**src/rtl/pipe_pkg.sv**
```systemverilog
// Shared types and constants for the pipelined RISC-V core datapath.
package pipe_pkg;

    typedef enum logic [1:0] {
        FWD_RF  = 2'b00,
        FWD_MEM = 2'b01,
        FWD_WB  = 2'b10
    } fwd_sel_e;

    localparam logic [4:0] REG_X0 = 5'd0;

    localparam int CTRL_W_DEFAULT = 8;

endpackage

```
**src/rtl/fwd_predict.sv**
```systemverilog
// Predicts, at decode, which EX-stage forwarding source one source operand will need.
module fwd_predict
    import pipe_pkg::*;
(
    input  logic       used,
    input  logic [4:0] rs,
    input  logic       ex_valid,
    input  logic       ex_reg_write,
    input  logic       ex_mem_read,
    input  logic [4:0] ex_rd,
    input  logic       mem_valid,
    input  logic       mem_reg_write,
    input  logic [4:0] mem_rd,
    output fwd_sel_e   sel
);

    logic reads_real_reg;
    logic hit_ex;
    logic hit_mem;

    assign reads_real_reg = used && (rs != REG_X0);

    // A load in EX is not forwardable from MEM; the load-use bubble handles it.
    assign hit_ex  = reads_real_reg && ex_valid && ex_reg_write && !ex_mem_read && (ex_rd == rs);
    assign hit_mem = reads_real_reg && mem_valid && mem_reg_write && (mem_rd == rs);

    always_comb begin
        sel = FWD_RF;
        if (hit_ex) begin
            sel = FWD_MEM;
        end else if (hit_mem) begin
            sel = FWD_WB;
        end
    end

endmodule

```
**src/rtl/id_ex_stage.sv**
```systemverilog
// ID/EX pipeline register with load-use bubble insertion and registered forwarding selects.
module id_ex_stage
    import pipe_pkg::*;
#(
    parameter int CTRL_W = CTRL_W_DEFAULT,
    parameter int CNT_W  = 16
) (
    input  logic              clk,
    input  logic              rst,
    input  logic              id_valid,
    input  logic [31:0]       id_pc,
    input  logic [4:0]        id_rs1,
    input  logic [4:0]        id_rs2,
    input  logic              id_rs1_used,
    input  logic              id_rs2_used,
    input  logic [4:0]        id_rd,
    input  logic              id_reg_write,
    input  logic              id_mem_read,
    input  logic              id_mem_write,
    input  logic [CTRL_W-1:0] id_ctrl,
    input  logic [31:0]       id_rdata1,
    input  logic [31:0]       id_rdata2,
    input  logic [31:0]       id_imm,
    input  logic              mem_valid,
    input  logic              mem_reg_write,
    input  logic [4:0]        mem_rd,
    input  logic              flush,
    input  logic              mem_stall,
    output logic              stall_if_id,
    output logic              ex_valid,
    output logic [31:0]       ex_pc,
    output logic [31:0]       PREOP1_EX,
    output logic [31:0]       PREOP2_EX,
    output logic [31:0]       ex_imm,
    output logic [4:0]        ex_rd,
    output logic              ex_reg_write,
    output logic              ex_mem_read,
    output logic              ex_mem_write,
    output logic [CTRL_W-1:0] ex_ctrl,
    output logic [1:0]        FWDA,
    output logic [1:0]        FWDB,
    output logic [CNT_W-1:0]  load_use_count
);

    fwd_sel_e sel_a;
    fwd_sel_e sel_b;
    logic     lu;
    logic     rs1_hit;
    logic     rs2_hit;

    fwd_predict u_fwd_a (
        .used          (id_rs1_used),
        .rs            (id_rs1),
        .ex_valid      (ex_valid),
        .ex_reg_write  (ex_reg_write),
        .ex_mem_read   (ex_mem_read),
        .ex_rd         (ex_rd),
        .mem_valid     (mem_valid),
        .mem_reg_write (mem_reg_write),
        .mem_rd        (mem_rd),
        .sel           (sel_a)
    );

    fwd_predict u_fwd_b (
        .used          (id_rs2_used),
        .rs            (id_rs2),
        .ex_valid      (ex_valid),
        .ex_reg_write  (ex_reg_write),
        .ex_mem_read   (ex_mem_read),
        .ex_rd         (ex_rd),
        .mem_valid     (mem_valid),
        .mem_reg_write (mem_reg_write),
        .mem_rd        (mem_rd),
        .sel           (sel_b)
    );

    assign rs1_hit = id_rs1_used && (id_rs1 == ex_rd);
    assign rs2_hit = id_rs2_used && (id_rs2 == ex_rd);
    assign lu      = id_valid && ex_valid && ex_mem_read && (ex_rd != REG_X0) && (rs1_hit || rs2_hit);

    // Gated by rst so the stall output reads 0 while reset is held, as every other output does.
    assign stall_if_id = !rst && (mem_stall || (lu && !flush));

    always_ff @(posedge clk or posedge rst) begin
        if (rst) begin
            ex_valid       <= 1'b0;
            ex_pc          <= '0;
            PREOP1_EX      <= '0;
            PREOP2_EX      <= '0;
            ex_imm         <= '0;
            ex_rd          <= '0;
            ex_reg_write   <= 1'b0;
            ex_mem_read    <= 1'b0;
            ex_mem_write   <= 1'b0;
            ex_ctrl        <= '0;
            FWDA           <= FWD_RF;
            FWDB           <= FWD_RF;
            load_use_count <= '0;
        end else if (mem_stall) begin
            ex_valid <= ex_valid;
        end else if (flush || lu) begin
            // Bubble: controls cleared, data fields left holding stale values.
            ex_valid     <= 1'b0;
            ex_reg_write <= 1'b0;
            ex_mem_read  <= 1'b0;
            ex_mem_write <= 1'b0;
            ex_ctrl      <= '0;
            FWDA         <= FWD_RF;
            FWDB         <= FWD_RF;
            if (!flush && (load_use_count != '1)) begin
                load_use_count <= load_use_count + CNT_W'(1);
            end
        end else begin
            ex_valid     <= id_valid;
            ex_pc        <= id_pc;
            PREOP1_EX    <= id_rdata1;
            PREOP2_EX    <= id_rdata2;
            ex_imm       <= id_imm;
            ex_rd        <= id_rd;
            ex_reg_write <= id_valid && id_reg_write;
            ex_mem_read  <= id_valid && id_mem_read;
            ex_mem_write <= id_valid && id_mem_write;
            ex_ctrl      <= id_valid ? id_ctrl : '0;
            FWDA         <= sel_a;
            FWDB         <= sel_b;
        end
    end

endmodule

```
**config.mk**
```make
export PLATFORM = sky130hd
export DESIGN_NAME = id_ex_stage
export DESIGN_NICKNAME = d
export VERILOG_FILES = /design/src/rtl/pipe_pkg.sv /design/src/rtl/fwd_predict.sv /design/src/rtl/id_ex_stage.sv
export SDC_FILE = /design/constraint.sdc
export NUM_CORES = 1
export LEC_CHECK = 0
export ABC_CLOCK_PERIOD_IN_PS = 15200
export CORE_AREA = 2 2 130 132
export DETAILED_ROUTE_END_ITERATION = 10
export DIE_AREA = 0 0 132 134
export DONT_BUFFER_PORTS = 1
export PLACE_DENSITY = 0.65
export SYNTH_ARGS = -nofsm -noshare
export SYNTH_HDL_FRONTEND = slang
export SYNTH_SLANG_ARGS = --single-unit
```
**constraint.sdc**
```tcl
create_clock -name clk -period 15.2 [get_ports clk]
set_input_delay 1.52 -clock clk [delete_from_list [all_inputs] [get_ports clk]]
set_output_delay 1.52 -clock clk [all_outputs]
set_load 0.03 [all_outputs]
```
==> PnR_summary.wiki, run 1 <==
{| class="wikitable"
! Metric !! Value
|-
| Count of maximum capacitance violations || 0
|-
| Post-synthesis net count || slightly above 600
|-
| Final Cycle Share || 0.277
|-
| Share of cells above drive strength 1 || 0.376
|-
| Clock tree buffer depth || 2
|-
| Element type at the critical path start || input port
|-
| Worst-case clock skew || roughly 15 ps
|-
| Critical path endpoint category || output pin
|-
| Run status || complete, no violations
|-
| CP Depth || 5
|-
| Synthesis warning total || 0
|-
| Post-Synthesis Mean Instance Area || around 15 µm²
|-
| Cell taking the most area after synthesis || sky130_fd_sc_hd__dfrtp_1
|-
| Dominant synthesized flop cell || sky130_fd_sc_hd__dfrtp_1
|-
| Post-Route Setup TNS || 0 ps
|-
| Number of antenna violations at the first check in global routing || 0
|-
| Crit-path leading delay family || simple AND/OR/NAND/NOR gates
|-
| Yosys cell types || 32
|-
| Min-Delay Path Class || reg2reg
|-
| Critical Path Max Stage Delay || 440 ps
|-
| Routed wire length || 14.6 mm
|-
| Combined flip-flop and latch cell area || 4130 µm²
|-
| Drt first-iter violations || roughly 160
|-
| Ports placed on the boundary || 334
|-
| Final weighted congestion in routability-driven placement || 0.917
|-
| Post-CTS Repair Setup Buffers || 0
|-
| Clock tree root driver cell || sky130_fd_sc_hd__clkbuf_16
|-
| DRC violations left || 0
|-
| Final setup fails || 0
|-
| Num CTS Buffers || 17
|-
| Worst slew pin tran || 1070 ps
|-
| Slew headroom || 0.290
|-
| Die extent in y || 134 µm
|-
| Number of filler instances in the final layout || 1420
|-
| Number of pins with negative max-slew slack in the final report || 0
|-
| Leakage dissipation || 0.00334 µW
|-
| Count of endpoints failing hold in the final timing report || 0
|-
| Portion of the post-synthesis area used by sequential elements || 0.606
|-
| CTS tree || built
|-
| Number of detailed-routing iterations run before antenna repair || 6
|-
| Largest cells by area after synthesis || sky130_fd_sc_hd__dfrtp_1 61%, sky130_fd_sc_hd__mux2_4 13%, sky130_fd_sc_hd__mux2_2 12%, sky130_fd_sc_hd__xnor2_1 2.6%, sky130_fd_sc_hd__xor2_1 1.9%
|-
| Area of the core || around 16000 µm²
|-
| HPWL after detailed placement || 10.7 mm
|-
| Required time reported for the critical path endpoint || 13680 ps
|-
| Power density normalized to cell area || 154 nW/µm²
|-
| Slowest cell on the critical path || sky130_fd_sc_hd__nor2_1
|-
| Bufs and invs on worst path || 0
|-
| Resize count post-CTS || 0
|-
| Number of global-route vias before repair || 3925
|-
| Fraction of synthesis flops using an asynchronous set or reset pin || 1.00
|-
| Area occupied by multi-input gates || 2540 µm²
|-
| Sequence of cells on the critical path || xnor2_1 -> nand3_1 -> o22ai_2 -> a31oi_1 -> nor2_1
|-
| Synthesized instance count || 442
|-
| Most numerous cell in the Yosys netlist || sky130_fd_sc_hd__dfrtp_1
|-
| Row Count || 47
|-
| Number of cell instances on the worst register-to-register path || 7
|-
| RSZ-0062 raised after global routing || false
|-
| Overall die width || 132 µm
|-
| Worst ir drop on vdd || 69.8 µV
|-
| Number of hold buffers added after CTS || 0
|-
| Global-route wire length before repair || 22.7 mm
|-
| Largest net degree at the start of global routing || 93
|-
| Via density per instance || 5.40
|-
| Post-synth design cell area || 6820 µm²
|-
| Share of the synthesized area in the top cell type || 0.606
|-
| Arrival time of data at the critical path endpoint || 2680 ps
|-
| Port Buffers || 0
|-
| Worst hold slack || 709 ps
|-
| Ant diodes || 0
|-
| Die area || 17700 µm²
|-
| Initial Utilization || 0.419
|-
| Insertion delay of the later-clocked pin in the worst-skew pair || 420 ps
|-
| Largest driver fanout on the critical path || 3
|-
| Shortest clock period the worst path allows after layout || 4200 ps
|-
| Count of state elements after synthesis || 165
|-
| Total routing usage reported by global routing || 0.166
|-
| Most instantiated cells after synthesis || 165 x sky130_fd_sc_hd__dfrtp_1, 75 x sky130_fd_sc_hd__mux2_2, 59 x sky130_fd_sc_hd__mux2_4
|-
| Global-route congestion overflow total || 0
|-
| Via total after detailed routing || around 3.7k
|-
| Nets@finish || 614
|-
| H-tree Lvls || 4
|-
| Drt wl/cell || 21.5 µm
|-
| TritonCTS Sinks || ~170
|-
| Worst hold stages || 2
|-
| Synthesis-to-finish area growth || 11.2%
|-
| Critical Setup Path Class || in2out
|-
| Maximum operating frequency || 238 MHz
|-
| Count of flip-flops with a built-in enable after synthesis || 0
|-
| Final antenna-violating net count || 0
|-
| Clk slew on worst S/H paths || ~60 ps
|}
cell usage in the layout, fill, tap and decap left out, types with 2 or more instances in the layout:
cell type | synthesis | routed
sky130_fd_sc_hd__or4_1 | 2 | 2
sky130_fd_sc_hd__clkbuf_16 | 0 | 17
sky130_fd_sc_hd__inv_6 | 0 | 4
sky130_fd_sc_hd__xor2_1 | 15 | 15
sky130_fd_sc_hd__nand4_1 | 4 | 4
sky130_fd_sc_hd__mux2_2 | 75 | 75
sky130_fd_sc_hd__clkinv_4 | 0 | 3
sky130_fd_sc_hd__clkbuf_8 | 0 | 3
sky130_fd_sc_hd__clkinvlp_4 | 0 | 3
sky130_fd_sc_hd__mux2_4 | 59 | 59
sky130_fd_sc_hd__a22o_1 | 12 | 12
sky130_fd_sc_hd__nand2_1 | 11 | 11
sky130_fd_sc_hd__buf_4 | 1 | 3
sky130_fd_sc_hd__nand3_1 | 13 | 13
sky130_fd_sc_hd__nor4_1 | 2 | 2
sky130_fd_sc_hd__nor3_1 | 12 | 12
sky130_fd_sc_hd__dfrtp_1 | 165 | 165
sky130_fd_sc_hd__inv_1 | 6 | 5
sky130_fd_sc_hd__o21ai_0 | 3 | 3
sky130_fd_sc_hd__nor2_1 | 11 | 11
sky130_fd_sc_hd__xnor2_1 | 20 | 20
final timing paths:
check,from,endpoint,slack (ps)
worst min register to register,FWDA[1]$_DFFE_PP0N_,FWDA[1]$_DFFE_PP0N_,710
min in group asynchronous,rst,load_use_count[0]$_DFFE_PP0P_,1100
max in group asynchronous,rst,ex_pc[25]$_DFFE_PP0P_,12710
worst max register to register,ex_rd[1]$_DFFE_PP0P_,ex_ctrl[0]$_DFFE_PP0N_,12440
worst min-delay path,FWDA[1]$_DFFE_PP0N_,FWDA[1]$_DFFE_PP0N_,710
worst max-delay path,id_rs2[2],stall_if_id,11000
cells by family (layout without fill, tap and decap cells):
logic type	Yosys count	after routing	share of synthesized area
flip-flops	165	165	0.606
multiplexers	134	134	0.254
AND/OR/NAND/NOR	59	59	0.0428
XOR/XNOR	35	35	0.0450
buffers and inverters	25	41	0.0237
AO/OA/AOI/OAI	23	23	0.0275
adder cells (fa/ha/maj)	1	1	0.00183
per-layer routing:
| metal | vias up | track usage | part of all wire |
|---|---|---|---|
| met2 | 247 | 0.264 | 0.49 |
| met4 | 0 | 0.0574 | 0.017 |
| met5 | - | 0 | 0 |
| li1 | 1565 | - | - |
| met3 | 23 | 0.0907 | 0.12 |
| met1 | 1823 | 0.191 | 0.37 |
state kept, by name, summed over array words and instances, names as in the netlist:
| register | count |
|---|---|
| FWDA | 2 |
| FWDB | 2 |
| PREOP1_EX | 32 |
| PREOP2_EX | 32 |
| ex_ctrl | 8 |
| ex_imm | 32 |
| ex_mem_read | 1 |
| ex_mem_write | 1 |
| ex_pc | 32 |
| ex_rd | 5 |
| ex_reg_write | 1 |
| ex_valid | 1 |
| load_use_count | 16 |
worst register-to-register path, cell delays in order (launching register included):
cell	delay (ps)
sky130_fd_sc_hd__dfrtp_1	550
sky130_fd_sc_hd__xnor2_1	220
sky130_fd_sc_hd__nand3_1	150
sky130_fd_sc_hd__o22ai_2	150
sky130_fd_sc_hd__a21boi_4	150
sky130_fd_sc_hd__buf_4	710
sky130_fd_sc_hd__and2_1	550
sky130_fd_sc_hd__a22o_1	210
through the flow:
stage | utilization | cell area [µm²] | instances | setup slack (ps) | total power (µW)
2_1_floorplan | - | 6820 | 442 | 9220 | 733
5_1_grt | 0.465 | 7580 | 678 | 10870 | 1220
3_5_place_dp | 0.429 | 6990 | 646 | 11000 | 760
4_1_cts | 0.465 | 7580 | 678 | 11000 | 1180
6_report | 0.465 | 7580 | 678 | 11000 | 1170
3_3_place_gp | 0.429 | 6990 | 646 | 11030 | 755
cell type report:
class / instances / share of cell area
multi-input combinational: 252 / 0.335
sequential: 165 / 0.545
timing repair buffer: 3 / 0.00297
clock inverter: 11 / 0.0153
inverter: 6 / 0.00363
clock buffer: 21 / 0.0621
tap: 220 / 0.0363
power by group:
group	total [µW]	switching [µW]	internal [µW]
combinational	102	36.2	65.6
clock	417	175	242
sequential	649	157	492
total	1170	368	800
(Power assumes the default switching activity.)
==> inputs of run 2 (changes only) <==
--- a/config.mk
+++ b/config.mk
@@ -5,12 +5,12 @@
 export SDC_FILE = /design/constraint.sdc
 export NUM_CORES = 1
 export LEC_CHECK = 0
-export ABC_CLOCK_PERIOD_IN_PS = 15200
+export ABC_CLOCK_PERIOD_IN_PS = 3700
 export CORE_AREA = 2 2 130 132
 export DETAILED_ROUTE_END_ITERATION = 10
 export DIE_AREA = 0 0 132 134
 export DONT_BUFFER_PORTS = 1
-export PLACE_DENSITY = 0.65
+export PLACE_DENSITY = 0.67
 export SYNTH_ARGS = -nofsm -noshare
 export SYNTH_HDL_FRONTEND = slang
 export SYNTH_SLANG_ARGS = --single-unit
==> constraint.sdc (replaced) <==
create_clock -name clk -period 3.7 [get_ports clk]
set_input_delay 0.37 -clock clk [delete_from_list [all_inputs] [get_ports clk]]
set_output_delay 0.37 -clock clk [all_outputs]
set_load 0.03 [all_outputs]
==> run 2 against run 1 <==
- hold slack got worse by 670 ps
- count of clock-buffer cells in the layout did not move
- routed wire length fell by 0.54%
- clock power rose to 4.1 times the previous value
- register-to-register slack got worse by 11000 ps
- sequential cell count did not move
- final area rose by 0.46%
- sequential power rose to 4.1 times the previous value
- sequential share of layout area fell by 0.25 points
- critical path type is now reg2out
- power rose to 4.1 times the previous value
==> PnR_summary.wiki, run 2 (synthesis results as in run 1) <==
{| class="wikitable"
! Metric !! Value
|-
| Via total after detailed routing || 3615 (-1.2%)
|-
| Synthesis-to-finish area growth || 11.7%
|-
| Leakage dissipation || 0.00334 µW (+0.12%)
|-
| Critical path endpoint category || output pin
|-
| Number of antenna violations at the first check in global routing || 0 (unchanged)
|-
| Worst ir drop on vdd || 288 µV (+310%)
|-
| Die extent in y || 134 µm (unchanged)
|-
| Global-route wire length before repair || 22.6 mm (-0.37%)
|-
| Drt wl/cell || 21.4 µm (-0.54%)
|-
| Reg-to-Reg End || PREOP1_EX[24]$_DFFE_PP0P_
|-
| Nets@finish || 614 (unchanged)
|-
| Arrival time of data at the critical path endpoint || 2240 ps (-440 ps)
|-
| CTS tree || built
|-
| Ant diodes || 0 (unchanged)
|-
| Startpoint of the worst setup timing path || ex_rd[0]$_DFFE_PP0P_
|-
| Via density per instance || 5.33 (-1.2%)
|-
| Post-CTS Repair Setup Buffers || 0 (unchanged)
|-
| Post-route worst setup slack || 1090 ps (-9900 ps)
|-
| HPWL after detailed placement || 10.3 mm (-4.0%)
|-
| Largest net degree at the start of global routing || 166 (+78%)
|-
| Insertion delay of the later-clocked pin in the worst-skew pair || 410 ps (about the same)
|-
| Number of filler instances in the final layout || 1406 (-0.99%)
|-
| Power share of the combinational group || 0.087 (about the same)
|-
| Clock group share of total power || 0.359 (+0.002)
|-
| Worst-case clock skew || 8.19 ps (-6.58 ps)
|-
| Reg-to-reg critical path startpoint || ex_rd[2]$_DFFE_PP0P_
|-
| Combined flip-flop and latch cell area || 4130 µm² (unchanged)
|-
| Worst slew pin tran || 909 ps (-157 ps)
|-
| Total routing usage reported by global routing || 0.164 (-0.00260)
|-
| TritonCTS Sinks || 165 (unchanged)
|-
| Post-Route Setup TNS || 0 ps (unchanged)
|-
| Final weighted congestion in routability-driven placement || 0.886 (-3.5%)
|-
| Global-route congestion overflow total || 0 (unchanged)
|-
| Die area || 17700 µm² (unchanged)
|-
| Crit path to || stall_if_id
|-
| Number of detailed-routing iterations run before antenna repair || 6 (unchanged)
|-
| Clock tree buffer depth || 2 (unchanged)
|-
| Final Cycle Share || 0.705
|-
| Run status || complete, no violations
|-
| Count of maximum capacitance violations || 0 (unchanged)
|-
| Row Count || 47 (unchanged)
|-
| Routed wire length || 14.5 mm (-0.54%)
|-
| Number of hold buffers added after CTS || 0 (unchanged)
|-
| Critical Setup Path Class || reg2out
|-
| Overall die width || 132 µm (unchanged)
|-
| Largest driver fanout on the critical path || 5 (+2)
|-
| Required time reported for the critical path endpoint || 3330 ps (-10350 ps)
|-
| Clock tree root driver cell || sky130_fd_sc_hd__clkbuf_16
|-
| Maximum operating frequency || ~380 MHz
|-
| Clk slew on worst S/H paths || 70 ps (about the same)
|-
| Slew headroom || 0.394 (+0.104)
|-
| Number of pins with negative max-slew slack in the final report || 0 (unchanged)
|-
| Highest-count cells in the layout ignoring fill and taps || 165 x sky130_fd_sc_hd__dfrtp_1, 75 x sky130_fd_sc_hd__mux2_2, 59 x sky130_fd_sc_hd__mux2_4
|-
| H-tree Lvls || 4 (unchanged)
|-
| Final antenna-violating net count || 0 (unchanged)
|-
| Shortest clock period the worst path allows after layout || 2610 ps
|-
| Power density normalized to cell area || 631 nW/µm² (+310%)
|-
| Share of cells above drive strength 1 || 0.376 (unchanged)
|-
| Port Buffers || 0 (unchanged)
|-
| Most common cell after layout, fill and taps aside || sky130_fd_sc_hd__dfrtp_1
|-
| Drt first-iter violations || 162 (+3.8%)
|-
| Ports placed on the boundary || 334 (unchanged)
|-
| Area occupied by multi-input gates || 2540 µm² (unchanged)
|-
| Cell-internal power || 3290 µW (+310%)
|-
| Net switching power || 1520 µW (+310%)
|-
| Num CTS Buffers || 17 (unchanged)
|-
| Resize count post-CTS || 0 (unchanged)
|-
| RSZ-0062 raised after global routing || false
|-
| Element type at the critical path start || flop
|-
| Min-Delay Path Class || in2async
|-
| Register-to-register setup slack || 1110 ps (-11330 ps)
|-
| Fraction of power consumed by sequential logic || 0.554 (about the same)
|-
| Initial Utilization || 0.419 (unchanged)
|-
| Number of cell instances on the worst register-to-register path || 6 (-1)
|-
| Worst-case setup slack after placement || 1120 ps (-9890 ps)
|-
| Area of the core || 16300 µm² (unchanged)
|-
| Number of global-route vias before repair || 3900 (-0.64%)
|-
| Final setup fails || 0 (unchanged)
|-
| DRC violations left || 0 (unchanged)
|-
| Switching share of power || 0.316 (+0.000813)
|-
| Count of endpoints failing hold in the final timing report || 0 (unchanged)
|}
-- run 2: power by group through the flow --
stage | sequential [µW] | combinational [µW] | clock [µW]
detailed placement | 2700 | 426 | 0
finish | 2660 | 418 | 1730
global placement | 2700 | 405 | 0
CTS | 2670 | 425 | 1780
floorplan | 2630 | 381 | 0
global route | 2690 | 458 | 1860
-- run 2: per-stage QoR --
stage          std cells  cell area (µm²)  hold slack (ps)  total power [µW]   util
2_1_floorplan        442             6820              468              3010      -
3_3_place_gp         646             7030              473              3100  0.432
3_5_place_dp         646             7030              493              3120  0.432
4_1_cts              678             7620             40.2              4870  0.468
5_1_grt              678             7620             53.4              5000  0.468
6_report             678             7620             43.1              4810  0.468
-- run 2: worst min path at each step --
stage / start / end / cells after the start
2_1_floorplan: flush / FWDA[0]$_DFFE_PP0N_ / 1
3_3_place_gp: flush / FWDA[0]$_DFFE_PP0N_ / 1
3_5_place_dp: mem_stall / ex_valid$_DFFE_PP0N_ / 1
4_1_cts: flush / FWDA[0]$_DFFE_PP0N_ / 1
5_1_grt: flush / FWDA[0]$_DFFE_PP0N_ / 1
6_report: rst / FWDA[0]$_DFFE_PP0N_ / 2
-- run 2: final cells by class --
type | count | share of cell area
tap | 220 | 0.0361
timing repair buffer | 3 | 0.00789
clock buffer | 21 | 0.0618
multi-input combinational | 252 | 0.333
sequential | 165 | 0.542
inverter | 6 | 0.00345
clock inverter | 11 | 0.0151
-- run 2: worst max-delay path: stages, from the launching register on --
cell	delay [ps]
sky130_fd_sc_hd__dfrtp_1	540
sky130_fd_sc_hd__xnor2_1	300
sky130_fd_sc_hd__nand3_1	120
sky130_fd_sc_hd__o22ai_2	270
sky130_fd_sc_hd__a31oi_1	150
sky130_fd_sc_hd__nor2_1	450
-- run 2: layer usage --
layer	wire length (µm)	GRT usage	vias to the layer above	share of wire
met1	5440	0.189	1789	0.37
met3	1670	0.0782	22	0.12
met4	282	0.0725	0	0.019
li1	-	-	1569	-
met2	7130	0.261	235	0.49
met5	0	0	-	0
==> inputs of run 3 (changes only) <==
--- a/config.mk
+++ b/config.mk
@@ -5,7 +5,7 @@
 export SDC_FILE = /design/constraint.sdc
 export NUM_CORES = 1
 export LEC_CHECK = 0
-export ABC_CLOCK_PERIOD_IN_PS = 3700
+export ABC_CLOCK_PERIOD_IN_PS = 2200
 export CORE_AREA = 2 2 130 132
 export DETAILED_ROUTE_END_ITERATION = 10
 export DIE_AREA = 0 0 132 134
==> constraint.sdc (replaced) <==
create_clock -name clk -period 2.2 [get_ports clk]
set_input_delay 0.22 -clock clk [delete_from_list [all_inputs] [get_ports clk]]
set_output_delay 0.22 -clock clk [all_outputs]
set_load 0.03 [all_outputs]
==> run 3 against run 2 <==
- the run now fails in 4_1_cts
- area after synthesis stayed put
- synthesized cell count stayed put
==> PnR_summary.wiki, run 3 <==
{| class="wikitable"
! Metric !! Value
|-
| Die extent in y || 134 µm (unchanged)
|-
| Count of state elements after synthesis || 165 (unchanged)
|-
| Most instantiated cells after synthesis || 165 x sky130_fd_sc_hd__dfrtp_1, 75 x sky130_fd_sc_hd__mux2_2, 59 x sky130_fd_sc_hd__mux2_4
|-
| Ports placed on the boundary || 334 (unchanged)
|-
| Port Buffers || 0 (unchanged)
|-
| Row Count || 47 (unchanged)
|-
| Err || [ERROR RSZ-0060] Max buffer count reached.
|-
| Overall die width || 132 µm (unchanged)
|-
| Final weighted congestion in routability-driven placement || 0.838 (-5.4%)
|-
| Yosys cell types || 32 (unchanged)
|-
| Post-synth design cell area || 6820 µm² (unchanged)
|-
| Portion of the post-synthesis area used by sequential elements || 0.606 (unchanged)
|-
| Number of hold buffers added after CTS || 143 (+143)
|-
| Synthesized instance count || 442 (unchanged)
|-
| Post-CTS Repair Setup Buffers || 0 (unchanged)
|-
| Synthesis warning total || 0 (unchanged)
|-
| H-tree Lvls || 4 (unchanged)
|-
| Largest cells by area after synthesis || sky130_fd_sc_hd__dfrtp_1 61%, sky130_fd_sc_hd__mux2_4 13%, sky130_fd_sc_hd__mux2_2 12%, sky130_fd_sc_hd__xnor2_1 2.6%, sky130_fd_sc_hd__xor2_1 1.9%
|-
| Num CTS Buffers || 17 (unchanged)
|-
| Resize count post-CTS || 0 (unchanged)
|-
| Worst-case setup slack after placement || 127 ps (-990 ps)
|-
| Most numerous cell in the Yosys netlist || sky130_fd_sc_hd__dfrtp_1
|-
| Share of the synthesized area in the top cell type || 0.606 (unchanged)
|-
| Dominant synthesized flop cell || sky130_fd_sc_hd__dfrtp_1
|-
| Cell taking the most area after synthesis || sky130_fd_sc_hd__dfrtp_1
|-
| Run status || did not finish
|-
| Post-Synthesis Mean Instance Area || 15.4 µm² (unchanged)
|-
| TritonCTS Sinks || 165 (unchanged)
|-
| Clock tree root driver cell || sky130_fd_sc_hd__clkbuf_16
|-
| Initial Utilization || 0.419 (unchanged)
|-
| Post-synthesis net count || 611 (unchanged)
|-
| Count of flip-flops with a built-in enable after synthesis || 0 (unchanged)
|-
| Stopping stage || 4_1_cts
|-
| HPWL after detailed placement || 11.2 mm (+9.4%)
|-
| Clock tree buffer depth || 2 (unchanged)
|-
| Fraction of synthesis flops using an asynchronous set or reset pin || 1.00 (unchanged)
|}
-- run 3: cell counts after synthesis --
Identical to the previous run, type by type.
-- run 3: stage by stage --
stage,cells,area [µm²]
3_5_place_dp,678,7300
3_3_place_gp,678,7300
2_1_floorplan,442,6820
-- run 3: kinds of logic after synthesis --
family	after synthesis	share of synthesized area
flip-flops	165	0.606
multiplexers	134	0.254
AND/OR/NAND/NOR	59	0.0428
XOR/XNOR	35	0.0450
buffers and inverters	25	0.0237
AO/OA/AOI/OAI	23	0.0275
adder cells (fa/ha/maj)	1	0.00183
==> inputs of run 4 (changes only) <==
--- a/config.mk
+++ b/config.mk
@@ -5,12 +5,12 @@
 export SDC_FILE = /design/constraint.sdc
 export NUM_CORES = 1
 export LEC_CHECK = 0
-export ABC_CLOCK_PERIOD_IN_PS = 2200
-export CORE_AREA = 2 2 130 132
+export ABC_CLOCK_PERIOD_IN_PS = 2850
+export CORE_MARGIN = 2
+export CORE_UTILIZATION = 40
 export DETAILED_ROUTE_END_ITERATION = 10
-export DIE_AREA = 0 0 132 134
 export DONT_BUFFER_PORTS = 1
-export PLACE_DENSITY = 0.67
+export PLACE_DENSITY_LB_ADDON = 0.15
 export SYNTH_ARGS = -nofsm -noshare
 export SYNTH_HDL_FRONTEND = slang
 export SYNTH_SLANG_ARGS = --single-unit
==> constraint.sdc (replaced) <==
create_clock -name clk -period 2.85 [get_ports clk]
set_input_delay 0.285 -clock clk [delete_from_list [all_inputs] [get_ports clk]]
set_output_delay 0.285 -clock clk [all_outputs]
set_load 0.03 [all_outputs]
==> run 4 against run 3 <==
- the flow now finishes, with violations (hold timing)
==> PnR_summary.wiki, run 4 (synthesis results as in run 1) <==
{| class="wikitable"
! Metric !! Value
|-
| Run status || finished, violations left
|-
| Highest-count cells in the layout ignoring fill and taps || 165 x sky130_fd_sc_hd__dfrtp_1, 140 x sky130_fd_sc_hd__dlygate4sd3_1, 75 x sky130_fd_sc_hd__mux2_2
|-
| Routed wire length || approximately 17 mm
|-
| Clk slew on worst S/H paths || ~60 ps
|-
| CTS tree || built
|-
| Power density normalized to cell area || 709 nW/µm²
|-
| Startpoint of the worst setup timing path || ex_rd[1]$_DFFE_PP0P_
|-
| Global-route congestion overflow total || 0
|-
| Element type at the critical path start || flop
|-
| Row Count || 47 (unchanged)
|-
| Number of detailed-routing iterations run before antenna repair || 4
|-
| Largest net degree at the start of global routing || 166
|-
| Number of global-route vias before repair || 4616
|-
| Worst slew pin tran || 869 ps
|-
| Slew headroom || 0.421
|-
| Nets@finish || 756
|-
| Clock tree buffer depth || 2 (unchanged)
|-
| Global-route wire length before repair || 24.9 mm
|-
| Drt first-iter violations || 198
|-
| RSZ-0062 raised after global routing || false
|-
| Count of maximum capacitance violations || 0
|-
| Shortest clock period the worst path allows after layout || 2690 ps
|-
| Worst-case clock skew || 9.77 ps
|-
| Ports placed on the boundary || 334 (unchanged)
|-
| Final Cycle Share || 0.945
|-
| Fraction of power consumed by sequential logic || 0.543
|-
| Total routing usage reported by global routing || 0.179
|-
| Die extent in y || 135 µm (+0.42%)
|-
| Number of antenna violations at the first check in global routing || 0
|-
| Register-to-register setup slack || 160 ps
|-
| H-tree Lvls || 4 (unchanged)
|-
| Number of pins with negative max-slew slack in the final report || 0
|-
| Share of cells above drive strength 1 || 0.288
|-
| Reg-to-reg critical path startpoint || ex_rd[1]$_DFFE_PP0P_
|-
| DRC violations left || 0
|-
| Post-CTS Repair Setup Buffers || 0 (unchanged)
|-
| Via density per instance || 5.09
|-
| Num CTS Buffers || 17 (unchanged)
|-
| Initial Utilization || 0.410 (-0.00888)
|-
| Critical path endpoint category || flop
|-
| Overall die width || 135 µm (+1.9%)
|-
| Clock group share of total power || 0.345
|-
| Net switching power || between 2000 and 2500 µW
|-
| Port Buffers || 0 (unchanged)
|-
| Insertion delay of the later-clocked pin in the worst-skew pair || between 400 and 500 ps
|-
| TritonCTS Sinks || 165 (unchanged)
|-
| Critical Setup Path Class || reg2reg
|-
| Leakage dissipation || 0.00393 µW
|-
| Cell-internal power || 4340 µW
|-
| Switching share of power || 0.320
|-
| Required time reported for the critical path endpoint || 3150 ps
|-
| Final weighted congestion in routability-driven placement || 0.900 (+7.4%)
|-
| Worst hold slack || -17.3 ps
|-
| Maximum operating frequency || about 370 MHz
|-
| Violations in the final reports || hold timing
|-
| Clock tree root driver cell || sky130_fd_sc_hd__clkbuf_16
|-
| Final setup fails || 0
|-
| HPWL after detailed placement || 11.0 mm (-2.3%)
|-
| Via total after detailed routing || 4172
|-
| Worst ir drop on vdd || ~360 µV
|-
| Power share of the combinational group || 0.112
|-
| Post-Route Setup TNS || 0 ps
|-
| Count of endpoints failing hold in the final timing report || 2
|-
| Largest driver fanout on the critical path || 12
|-
| Most common cell after layout, fill and taps aside || sky130_fd_sc_hd__dfrtp_1
|-
| Die area || 18100 µm²
|-
| Arrival time of data at the critical path endpoint || 2990 ps
|-
| Final antenna-violating net count || 0
|-
| Synthesis-to-finish area growth || 32.2%
|-
| Min-Delay Path Class || in2async
|-
| Ant diodes || 0
|-
| Drt wl/cell || between 20 and 25 µm
|-
| Area of the core || 16600 µm²
|}
## run 4: final timing paths
check	to	cells after the start
min reg2reg	load_use_count[14]$_DFFE_PP0P_	1
max in group asynchronous	PREOP1_EX[26]$_DFFE_PP0P_	2
min	ex_ctrl[6]$_DFFE_PP0N_	2
max	ex_mem_read$_DFFE_PP0N_	7
min in group clk	ex_pc[14]$_DFFE_PP0P_	1
max reg2reg	ex_mem_read$_DFFE_PP0N_	7
## run 4: worst max-delay path: stages, from the launching register on
cell	delay (ps)
sky130_fd_sc_hd__dfrtp_1	600
sky130_fd_sc_hd__xnor2_1	170
sky130_fd_sc_hd__nand3_1	140
sky130_fd_sc_hd__o22ai_2	340
sky130_fd_sc_hd__a21boi_4	130
sky130_fd_sc_hd__and2_1	360
sky130_fd_sc_hd__a22o_1	280
sky130_fd_sc_hd__dlygate4sd3_1	550
## run 4: power by group through the flow
stage | registers, µW | logic [µW] | clock network, µW
3_5_place_dp | 3510 | 558 | 0
4_1_cts | 3470 | 697 | 2270
6_report | 3470 | 714 | 2210
5_1_grt | 3500 | 773 | 2370
3_3_place_gp | 3520 | 536 | 0
2_1_floorplan | 3410 | 494 | 0
## run 4: routing by layer
metal / global-route usage / vias up / wire [µm]
li1: - / 1855 / -
met1: 0.205 / 2058 / 6180
met2: 0.294 / 229 / 8470
met3: 0.0724 / 30 / 1590
met4: 0.0813 / 0 / 456
met5: 0 / - / 0
## run 4: final cells by class
| type | instances | area, µm² |
|---|---|---|
| clock buffer | 20 | 447 |
| fill | 1341 | 7630 |
| inverter | 6 | 26.3 |
| multi-input combinational | 252 | 2540 |
| tap | 220 | 275 |
| sequential | 165 | 4130 |
| clock inverter | 12 | 119 |
| timing repair buffer | 145 | 1480 |
## run 4: what timing repair did
action	CTS	global route
hold endpoints to repair	122	19
hold buffers	121	19
setup endpoints to repair	0	0
resized for setup	0	0
## run 4: metrics by stage
stage          cells  instance area (µm²)  power (µW)  setup slack [ps]  utilization
5_1_grt          820                 9010        6650              62.0        0.542
2_1_floorplan    442                 6820        3910               466            -
6_report         820                 9010        6390               158        0.542
3_3_place_gp     648                 7050        4050               541        0.423
4_1_cts          801                 8820        6440               145        0.530
3_5_place_dp     648                 7050        4070               461        0.423
